==> src/rtl/sti_frame_receiver_if.sv <==
// Bundle of the serial-frame input, FIFO output port and status signals of sti_frame_receiver.
// The receiver uses the slave side; whatever feeds frames and drains the FIFO uses the master side.
interface sti_frame_receiver_if #(
    parameter int DEPTH = 4
);
    localparam int CW = $clog2(DEPTH) + 1;

    logic          si_data;
    logic          si_valid;
    logic          out_ready;
    logic          out_valid;
    logic [31:0]   out_data;
    logic [1:0]    out_len;
    logic          frm_err;
    logic          ovf;
    logic [CW-1:0] fifo_cnt;
    logic [7:0]    frame_cnt;

    modport master (
        output si_data, si_valid, out_ready,
        input  out_valid, out_data, out_len, frm_err, ovf, fifo_cnt, frame_cnt
    );

    modport slave (
        input  si_data, si_valid, out_ready,
        output out_valid, out_data, out_len, frm_err, ovf, fifo_cnt, frame_cnt
    );
endinterface

==> src/rtl/sti_frame_receiver.sv <==
// Deserialises MSB-first serial frames of 8/16/24/32 bits into right-aligned words
// and queues them with a length code in a small valid/ready FIFO.
module sti_frame_receiver #(
    parameter int DEPTH = 4
) (
    input logic                 clk,
    input logic                 reset,
    sti_frame_receiver_if.slave bus
);
    localparam int AW = $clog2(DEPTH);
    localparam int CW = AW + 1;

    localparam logic [1:0] S_IDLE    = 2'd0;
    localparam logic [1:0] S_RECV    = 2'd1;
    localparam logic [1:0] S_DISCARD = 2'd2;

    logic [1:0]    r_state;
    logic [31:0]   r_shift;
    logic [5:0]    r_bitCnt;
    logic          r_frmErr;
    logic          r_ovf;
    logic [31:0]   r_memData [DEPTH];
    logic [1:0]    r_memLen  [DEPTH];
    logic [AW-1:0] r_wrPtr;
    logic [AW-1:0] r_rdPtr;
    logic [CW-1:0] r_count;
    logic [7:0]    r_frameCnt;

    logic          w_frameEnd;
    logic          w_goodLen;
    logic          w_badEnd;
    logic          w_push;
    logic          w_empty;
    logic          w_full;
    logic          w_pop;
    logic          w_write;
    logic [1:0]    w_len;

    // A frame ends on the first idle sample seen in RECV; only whole-byte lengths are kept.
    assign w_frameEnd = (r_state == S_RECV) && !bus.si_valid;
    assign w_goodLen  = (r_bitCnt[2:0] == 3'd0) && (r_bitCnt != 6'd0);
    assign w_len      = 2'(r_bitCnt[5:3] - 3'd1);
    assign w_push     = w_frameEnd && w_goodLen;
    assign w_badEnd   = (w_frameEnd && !w_goodLen) ||
                        ((r_state == S_DISCARD) && !bus.si_valid);

    assign w_empty = (r_count == '0);
    assign w_full  = (r_count == CW'(DEPTH));
    assign w_pop   = !w_empty && bus.out_ready;
    // A simultaneous pop frees the slot the new entry lands in, even when full.
    assign w_write = w_push && (!w_full || w_pop);

    always_ff @(posedge clk or posedge reset) begin
        if (reset) begin
            r_state  <= S_IDLE;
            r_shift  <= '0;
            r_bitCnt <= '0;
        end else begin
            case (r_state)
                S_IDLE: begin
                    if (bus.si_valid) begin
                        r_shift  <= {31'd0, bus.si_data};
                        r_bitCnt <= 6'd1;
                        r_state  <= S_RECV;
                    end
                end
                S_RECV: begin
                    if (!bus.si_valid) begin
                        r_state <= S_IDLE;
                    end else if (r_bitCnt == 6'd32) begin
                        r_state <= S_DISCARD;
                    end else begin
                        r_shift  <= {r_shift[30:0], bus.si_data};
                        r_bitCnt <= r_bitCnt + 6'd1;
                    end
                end
                S_DISCARD: begin
                    if (!bus.si_valid) begin
                        r_state <= S_IDLE;
                    end
                end
                default: r_state <= S_IDLE;
            endcase
        end
    end

    always_ff @(posedge clk or posedge reset) begin
        if (reset) begin
            r_frmErr <= 1'b0;
            r_ovf    <= 1'b0;
        end else begin
            r_frmErr <= w_badEnd;
            r_ovf    <= w_push && w_full && !w_pop;
        end
    end

    always_ff @(posedge clk) begin
        if (w_write) begin
            r_memData[r_wrPtr] <= r_shift;
            r_memLen[r_wrPtr]  <= w_len;
        end
    end

    always_ff @(posedge clk or posedge reset) begin
        if (reset) begin
            r_wrPtr    <= '0;
            r_rdPtr    <= '0;
            r_count    <= '0;
            r_frameCnt <= '0;
        end else begin
            if (w_write) begin
                r_wrPtr    <= r_wrPtr + AW'(1);
                r_frameCnt <= r_frameCnt + 8'd1;
            end
            if (w_pop) begin
                r_rdPtr <= r_rdPtr + AW'(1);
            end
            case ({w_write, w_pop})
                2'b10:   r_count <= r_count + CW'(1);
                2'b01:   r_count <= r_count - CW'(1);
                default: r_count <= r_count;
            endcase
        end
    end

    // Storage contents are undefined until written, so the head is masked while empty.
    assign bus.out_valid = !w_empty;
    assign bus.out_data  = w_empty ? 32'd0 : r_memData[r_rdPtr];
    assign bus.out_len   = w_empty ? 2'd0  : r_memLen[r_rdPtr];
    assign bus.frm_err   = r_frmErr;
    assign bus.ovf       = r_ovf;
    assign bus.fifo_cnt  = r_count;
    assign bus.frame_cnt = r_frameCnt;
endmodule

==> src/flat_wrapper.sv <==
// flat-port wrapper written by rule: the top's interface ports become plain ports
module sti_frame_receiver_flat 
#(
    parameter int DEPTH = 4
)
  (clk, reset, bus_si_data, bus_si_valid, bus_out_ready, bus_out_valid, bus_out_data, bus_out_len, bus_frm_err, bus_ovf, bus_fifo_cnt, bus_frame_cnt);
  sti_frame_receiver_if #(.DEPTH(DEPTH)) bus_i ();
  input logic clk;
  input logic reset;
  input wire logic [$bits(bus_i.si_data)-1:0] bus_si_data;
  input wire logic [$bits(bus_i.si_valid)-1:0] bus_si_valid;
  input wire logic [$bits(bus_i.out_ready)-1:0] bus_out_ready;
  output wire logic [$bits(bus_i.out_valid)-1:0] bus_out_valid;
  output wire logic [$bits(bus_i.out_data)-1:0] bus_out_data;
  output wire logic [$bits(bus_i.out_len)-1:0] bus_out_len;
  output wire logic [$bits(bus_i.frm_err)-1:0] bus_frm_err;
  output wire logic [$bits(bus_i.ovf)-1:0] bus_ovf;
  output wire logic [$bits(bus_i.fifo_cnt)-1:0] bus_fifo_cnt;
  output wire logic [$bits(bus_i.frame_cnt)-1:0] bus_frame_cnt;
  assign bus_i.si_data = bus_si_data;
  assign bus_i.si_valid = bus_si_valid;
  assign bus_i.out_ready = bus_out_ready;
  assign bus_out_valid = bus_i.out_valid;
  assign bus_out_data = bus_i.out_data;
  assign bus_out_len = bus_i.out_len;
  assign bus_frm_err = bus_i.frm_err;
  assign bus_ovf = bus_i.ovf;
  assign bus_fifo_cnt = bus_i.fifo_cnt;
  assign bus_frame_cnt = bus_i.frame_cnt;
  sti_frame_receiver #(.DEPTH(DEPTH)) u_core (.clk(clk), .reset(reset), .bus(bus_i));
endmodule
==> config.mk <==
export PLATFORM = sky130hd
export DESIGN_NAME = sti_frame_receiver_flat
export DESIGN_NICKNAME = d
export VERILOG_FILES = /design/src/rtl/sti_frame_receiver_if.sv /design/src/rtl/sti_frame_receiver.sv /design/src/flat_wrapper.sv
export SDC_FILE = /design/constraint.sdc
export NUM_CORES = 1
export LEC_CHECK = 0
export ABC_AREA = 1
export CAP_MARGIN = 5
export CORE_MARGIN = 3
export CORE_UTILIZATION = 53
export DETAILED_ROUTE_END_ITERATION = 8
export GPL_TIMING_DRIVEN = 0
export PLACE_DENSITY = 0.86
export SLEW_MARGIN = 0
export SYNTH_ARGS = -nofsm -noshare
export SYNTH_HDL_FRONTEND = slang
export SYNTH_SLANG_ARGS = --single-unit
export TNS_END_PERCENT = 20
==> constraint.sdc <==
create_clock -name clk -period 3.13 [get_ports clk]
set_clock_uncertainty 0.2 [all_clocks]
set_input_delay 0.313 -clock clk [delete_from_list [all_inputs] [get_ports clk]]
set_output_delay 0.313 -clock clk [all_outputs]
set_load 0.02 [all_outputs]
# After elaboration in Yosys (flattened, before gate mapping)
# Memory sizes are Yosys's and may differ from the RTL's.
# Cells that the tools add are included.
dict set report classes {
  mux 18
  shifts 0
  bitwise_logic 0
  n_div 0
  n_reduce_logical 24
  n_eq_ne 11
  n_addsub 7
  n_mul 0
  order_cmp 0
}
# cell n
set op_table {}
lappend op_table {{32-bit 2-to-1 mux} 4}
lappend op_table {{32-bit one-hot mux with 2 select lines} 1}
lappend op_table {{6-bit 2-to-1 mux} 3}
lappend op_table {{6-bit one-hot mux with 2 select lines} 1}
lappend op_table {{2-bit 2-to-1 mux} 5}
lappend op_table {{1-bit logical AND} 9}
lappend op_table {{8-bit by 1-bit adder with 8-bit output, second input constant} 1}
lappend op_table {{2-bit inequality test, second input constant} 4}
lappend op_table {{6-bit by 1-bit adder with 6-bit output, second input constant} 1}
lappend op_table {{6-bit == test, second input constant} 1}
lappend op_table {{3-bit zero test} 2}
lappend op_table {{2-bit one-hot mux with 3 select lines} 1}
lappend op_table {{3-bit one-hot mux with 2 select lines} 1}
lappend op_table {{6-bit nonzero test} 1}
lappend op_table {{1-bit zero test} 5}
lappend op_table {{2-bit by 1-bit adder with 2-bit output, second input constant} 2}
lappend op_table {{2-bit by 1-bit == test with 1-bit output, second input constant} 2}
lappend op_table {{2-bit == test, second input constant} 2}
lappend op_table {{4-bit AND reduction} 1}
lappend op_table {{2-bit nonzero test} 2}
lappend op_table {{3-bit by 1-bit adder with 3-bit output, second input constant} 1}
lappend op_table {{3-bit == test, second input constant} 1}
lappend op_table {{3-bit inequality test, second input constant} 1}
lappend op_table {{3-bit AND reduction} 1}
lappend op_table {{other kinds (5)} 7}
dict set report word_totals {
  n_memories 2
  ramBits 136
  latchBits 0
  register_bits 57
  rom_bits 0
}
# name words word_bits rd rd_ports_with_merged_regs write_ports line_no
set mem_list {}
lappend mem_list {u_core.r_memData 4 32 1 0 1 sti_frame_receiver.sv:22} ;# logic [31:0] r_memData [DEPTH];
lappend mem_list {u_core.r_memLen 4 2 1 0 1 sti_frame_receiver.sv:23} ;# logic [1:0] r_memLen [DEPTH];

# Logic depth before layout (Yosys ltp)
dict set report depth {
  ltp_word 7
  depth_mapped 12
  mapped_depth_nobuf 11
}

# Least setup slack after synthesis
# No wires, ideal clock.
dict set report synth_path {
  kind {reg-to-reg}
  start {register u_core.r_bitCnt[0]}
  end {memory u_core.r_memData[0][0], enable pin}
  n_path_buf 1
  synth_period_minus_slack_ns 3.234
  required_ns 2.504
  setup_ns 0.426
  path_slack_ns -0.104
  t_arrival_ns 2.608
  path_stages_with_launch 8
  path_cell_list {dfrtp_1 -> inv_1 -> ha_1 -> nand2_2 -> a21oi_2 -> nand3_2 -> buf_6 -> nor2_1}
}
dict set report synth_via {
  elab_chain_cells 6
  elab_cells_between_ends 7
  classes_between {mux (2); reduce/logical (5)}
}
# item line_no
set synth_lines {}
lappend synth_lines {{start, declared} sti_frame_receiver.sv:19} ;# logic [5:0] r_bitCnt;
lappend synth_lines {{start signal, assigned} sti_frame_receiver.sv:74} ;# r_bitCnt <= r_bitCnt + 6'd1;
lappend synth_lines {{6-bit nonzero test / 3-bit zero test (equally long branches)} sti_frame_receiver.sv:41} ;# assign w_goodLen = (r_bitCnt[2:0] == 3'd0) && (r_bitCnt != 6'd0);
lappend synth_lines {{1-bit logical AND *} sti_frame_receiver.sv:41}
lappend synth_lines {{1-bit logical AND *} sti_frame_receiver.sv:43} ;# assign w_push = w_frameEnd && w_goodLen;
lappend synth_lines {{1-bit logical AND *} sti_frame_receiver.sv:51} ;# assign w_write = w_push && (!w_full || w_pop);
lappend synth_lines {{1-bit 2-to-1 mux *} sti_frame_receiver.sv:98} ;# if (w_write) begin
lappend synth_lines {{1-bit 2-to-1 mux (not written as such) *} sti_frame_receiver.sv:99} ;# r_memData[r_wrPtr] <= r_shift;
lappend synth_lines {{end, declared} sti_frame_receiver.sv:22}
# Every way passes the cells marked *; elsewhere a longest branch is shown, timed or not.

# Final worst setup path
dict set report layout_path {
  start {register u_core.r_rdPtr[0]}
  end {output bus_out_data[18]}
}
dict set report layout_via {
  elab_chain_cells 2
}
# item line_no
set layout_lines {}
lappend layout_lines {{start, declared} sti_frame_receiver.sv:25} ;# logic [AW-1:0] r_rdPtr;
lappend layout_lines {{start signal, assigned} sti_frame_receiver.sv:116} ;# r_rdPtr <= r_rdPtr + AW'(1);
lappend layout_lines {{memory read 4 x 32 bit} -}
lappend layout_lines {{32-bit 2-to-1 mux} sti_frame_receiver.sv:128} ;# assign bus.out_data = w_empty ? 32'd0 : r_memData[r_rdPtr];
lappend layout_lines {{end, declared} flat_wrapper.sv:14} ;# output wire logic [$bits(bus_i.out_data)-1:0] bus_out_data;
# No other way between the ends.

==> metrics.txt <==
initial antenna violation count 0; grt total ovfl 0; Routed Antenna Nets 0; final hold vios 0; crit path max fanout 10; Final Instance Count excl. Fillers around 1000; Arr. time, crit path roughly 2.5 ns; # placed instances a little under 1000; I/O Buffers 52; clock latency on the worst-skew pair 0.43 ns; Worst-Margin Slew 0.606 ns; Max-cap violations 0; die area around 0.017 sq mm; internal power 4.98 mW; chip height 129 um; combinational power share 37.2%; Nets 819; #FFs+latches synth roughly 190; status complete, no violations; DRT Pass-1 Iters 5; largest net degree at the start of global routing 41; total track usage 22.2%; gp weighted congestion 0.808; WL final 17.6 mm; fillers 1040; crit-path leading delay family buffers and inverters; initial detailed-routing violation count 692; Mapped Cells 728; # Post-CTS Setup Buffers 0; Crit. path cell count 6; max-slew violation count 0; vias per inst roughly 5.6; ANT cells 0; CTS tree built; Slew HR about three fifths; final core utilization 64.7%; Distinct cells, synth 32; Multi-input gate area ~0.0022 sq mm; Main synth FF type edfxtp_1; first-pass GRT wire length 28.2 mm; YS warnings 0; Critical Path Sink Type output port; Root Driver clkbuf_16; cts bufs inserted 17; Final setup viols 0; final non-filler cell area between 0.009 and 0.01 sq mm; ratio of cells with drive above 1 in the final layout 11.3%; Pwr Density slightly above 800 mW/mm^2; DP HPWL 10.9 mm; clk sinks just under 200; HP Class in -> async; sequential share of power between 30% and 40%; die width between 100 and 150 um; Worst Path Required 2.62 ns; CP cell instances buf_2, inv_2, buf_1, o21ai_0, a21oi_1, clkdlybuf4s50_1; Via Count 5620; vias in the first global route 5435; RSZ-0062 raised after global routing yes; area of the core 0.0146 sq mm; switching share of power 35.2%; Cell Area, Placed 0.00891 sq mm; Hold-fix buffers, CTS 0; Hold Worst Slack approximately 0.021 ns; Initial Util 54.7%; fmax approximately 0.33 GHz; IO Count 53; CTS clock-pin slew for the worst setup and hold paths 0.07 ns; WS Path Type reg -> out; commonest non-fill, non-tap cell in the layout nor2_1; Async SR Flop Fraction 29.5%; Peak VDD IR 624 uV; Clock power frac 26.2%; Switch Pwr 2.70 mW; max incr delay on CP 0.64 ns; CP max-delay cell clkdlybuf4s50_1; register area share after synthesis 68.8%; DR WL/cell 17.6 um; syn_area_per_cell 11.0 sq um; Synth-to-Final Area Change 18.2%; CP Launch Type register; Worst Reg2Reg Path Length in Cells 8; Net Count, Synth 743; Site Rows 44; commonest non-fill, non-tap cells in the layout nor2_1 (148), edfxtp_1 (136), nand2_1 (122), o21ai_0 (76), dfrtp_1 (57); Lkg Pwr 3.67 nW; Register Area approximately 0.0055 sq mm; Tmin final approximately 3.1 ns; Post-synth EDFFs 136; CTS H-Tree Depth 4; CTS Buffer Depth 2; period utilisation layout 97.5%; DRC 0; Critical path buffers and inverters 4; total power roughly 7.7 mW; Syn Std Cell Area around 0.008 sq mm
power by group through the flow:
stage | logic, mW | clock network (mW) | registers, mW
floorplan | 1.62 | 0 | 2.88
global placement | 2.77 | 0 | 2.86
detailed placement | 2.82 | 0 | 2.86
CTS | 2.85 | 2.02 | 2.81
global route | 3.10 | 2.15 | 2.81
finish | 2.85 | 2.01 | 2.81
logic make-up (layout without fill, tap and decap cells):
kind of cell,after synthesis,in the layout,synth area share (%)
adder cells (fa/ha/maj),10,10,1.66
AO/OA/AOI/OAI,149,149,9.87
AND/OR/NAND/NOR,296,296,14.6
flip-flops,193,193,68.8
buffers and inverters,74,163,4.44
XOR/XNOR,6,6,0.656
repair_timing:
action / 4_1_cts / 5_1_grt
setup endpoints to repair: 0 / 24
gates resized for setup: 0 / 12
endpoints found under the hold margin: 0 / 0
final cells by class:
cell class | instances | area share [%]
Sequential cell | 193 | 58.2
Multi-Input combinational cell | 461 | 23.0
Timing Repair Buffer | 57 | 6.82
Clock buffer | 18 | 4.53
Tap cell | 184 | 2.43
Buffer | 38 | 2.40
Inverter | 36 | 1.43
Clock inverter | 14 | 1.25
routing by layer:
| layer | GRT usage (%) | vias up | share of wire, % | wire length, um |
|---|---|---|---|---|
| met1 | 29.8 | 2703 | 42 | 7420 |
| met2 | 36.0 | 284 | 49 | 8590 |
| li1 | - | 2601 | - | - |
| met3 | 4.69 | 32 | 7.1 | 1260 |
| met4 | 8.21 | 0 | 2.0 | 344 |
| met5 | 0 | - | 0 | 0 |
path summary, 6_finish.rpt:
check / startpoint / slack (ns) / end
worst max-delay path: u_core.r_rdPtr[0] / 0.08 / bus_out_data[18]
worst min-delay path: reset / 0.02 / u_core.r_shift[22]
worst max register to register: u_core.r_bitCnt[0] / 0.46 / u_core.r_memData[1][22]
worst min register to register: u_core.bus.fifo_cnt[0] / 0.33 / u_core.bus.fifo_cnt[0]
max in group asynchronous: reset / 2.12 / u_core.r_shift[7]
min in group clk: bus_si_data / 0.22 / u_core.r_shift[0]
synthesized netlist by cell type (all sizes together), types with 4 or more instances:
| library cell | instances | area, sq um |
|---|---|---|
| inv | 35 | 131 |
| nor2 | 156 | 601 |
| nand2 | 124 | 470 |
| a21oi | 37 | 189 |
| clkbuf | 13 | 51.3 |
| ha | 9 | 113 |
| o21ai | 110 | 588 |
| dfrtp | 57 | 1430 |
| nand3 | 10 | 60.1 |
| edfxtp | 136 | 4080 |
| buf | 25 | 169 |
| nand4 | 4 | 25.0 |
state kept, by name, indices dropped and copies added, names as in the netlist:
name                  count
u_core.r_rdPtr            2
u_core.r_shift           32
u_core.bus.ovf            1
u_core.r_wrPtr            2
u_core.r_memData        128
u_core.bus.frm_err        1
u_core.r_bitCnt           6
u_core.r_memLen           8
u_core.bus.frame_cnt      8
u_core.bus.fifo_cnt       3
u_core.r_state            2
metrics by stage:
step,setup WS (ns),TNS (ns)
3_5_place_dp,0.473,0
5_1_grt,-0.0434,-0.159
2_1_floorplan,-0.104,-14.08
3_3_place_gp,-1.35,-179.50
4_1_cts,0.0231,0
6_report,0.0781,0
No activity file was read; power rests on OpenSTA's default activity.
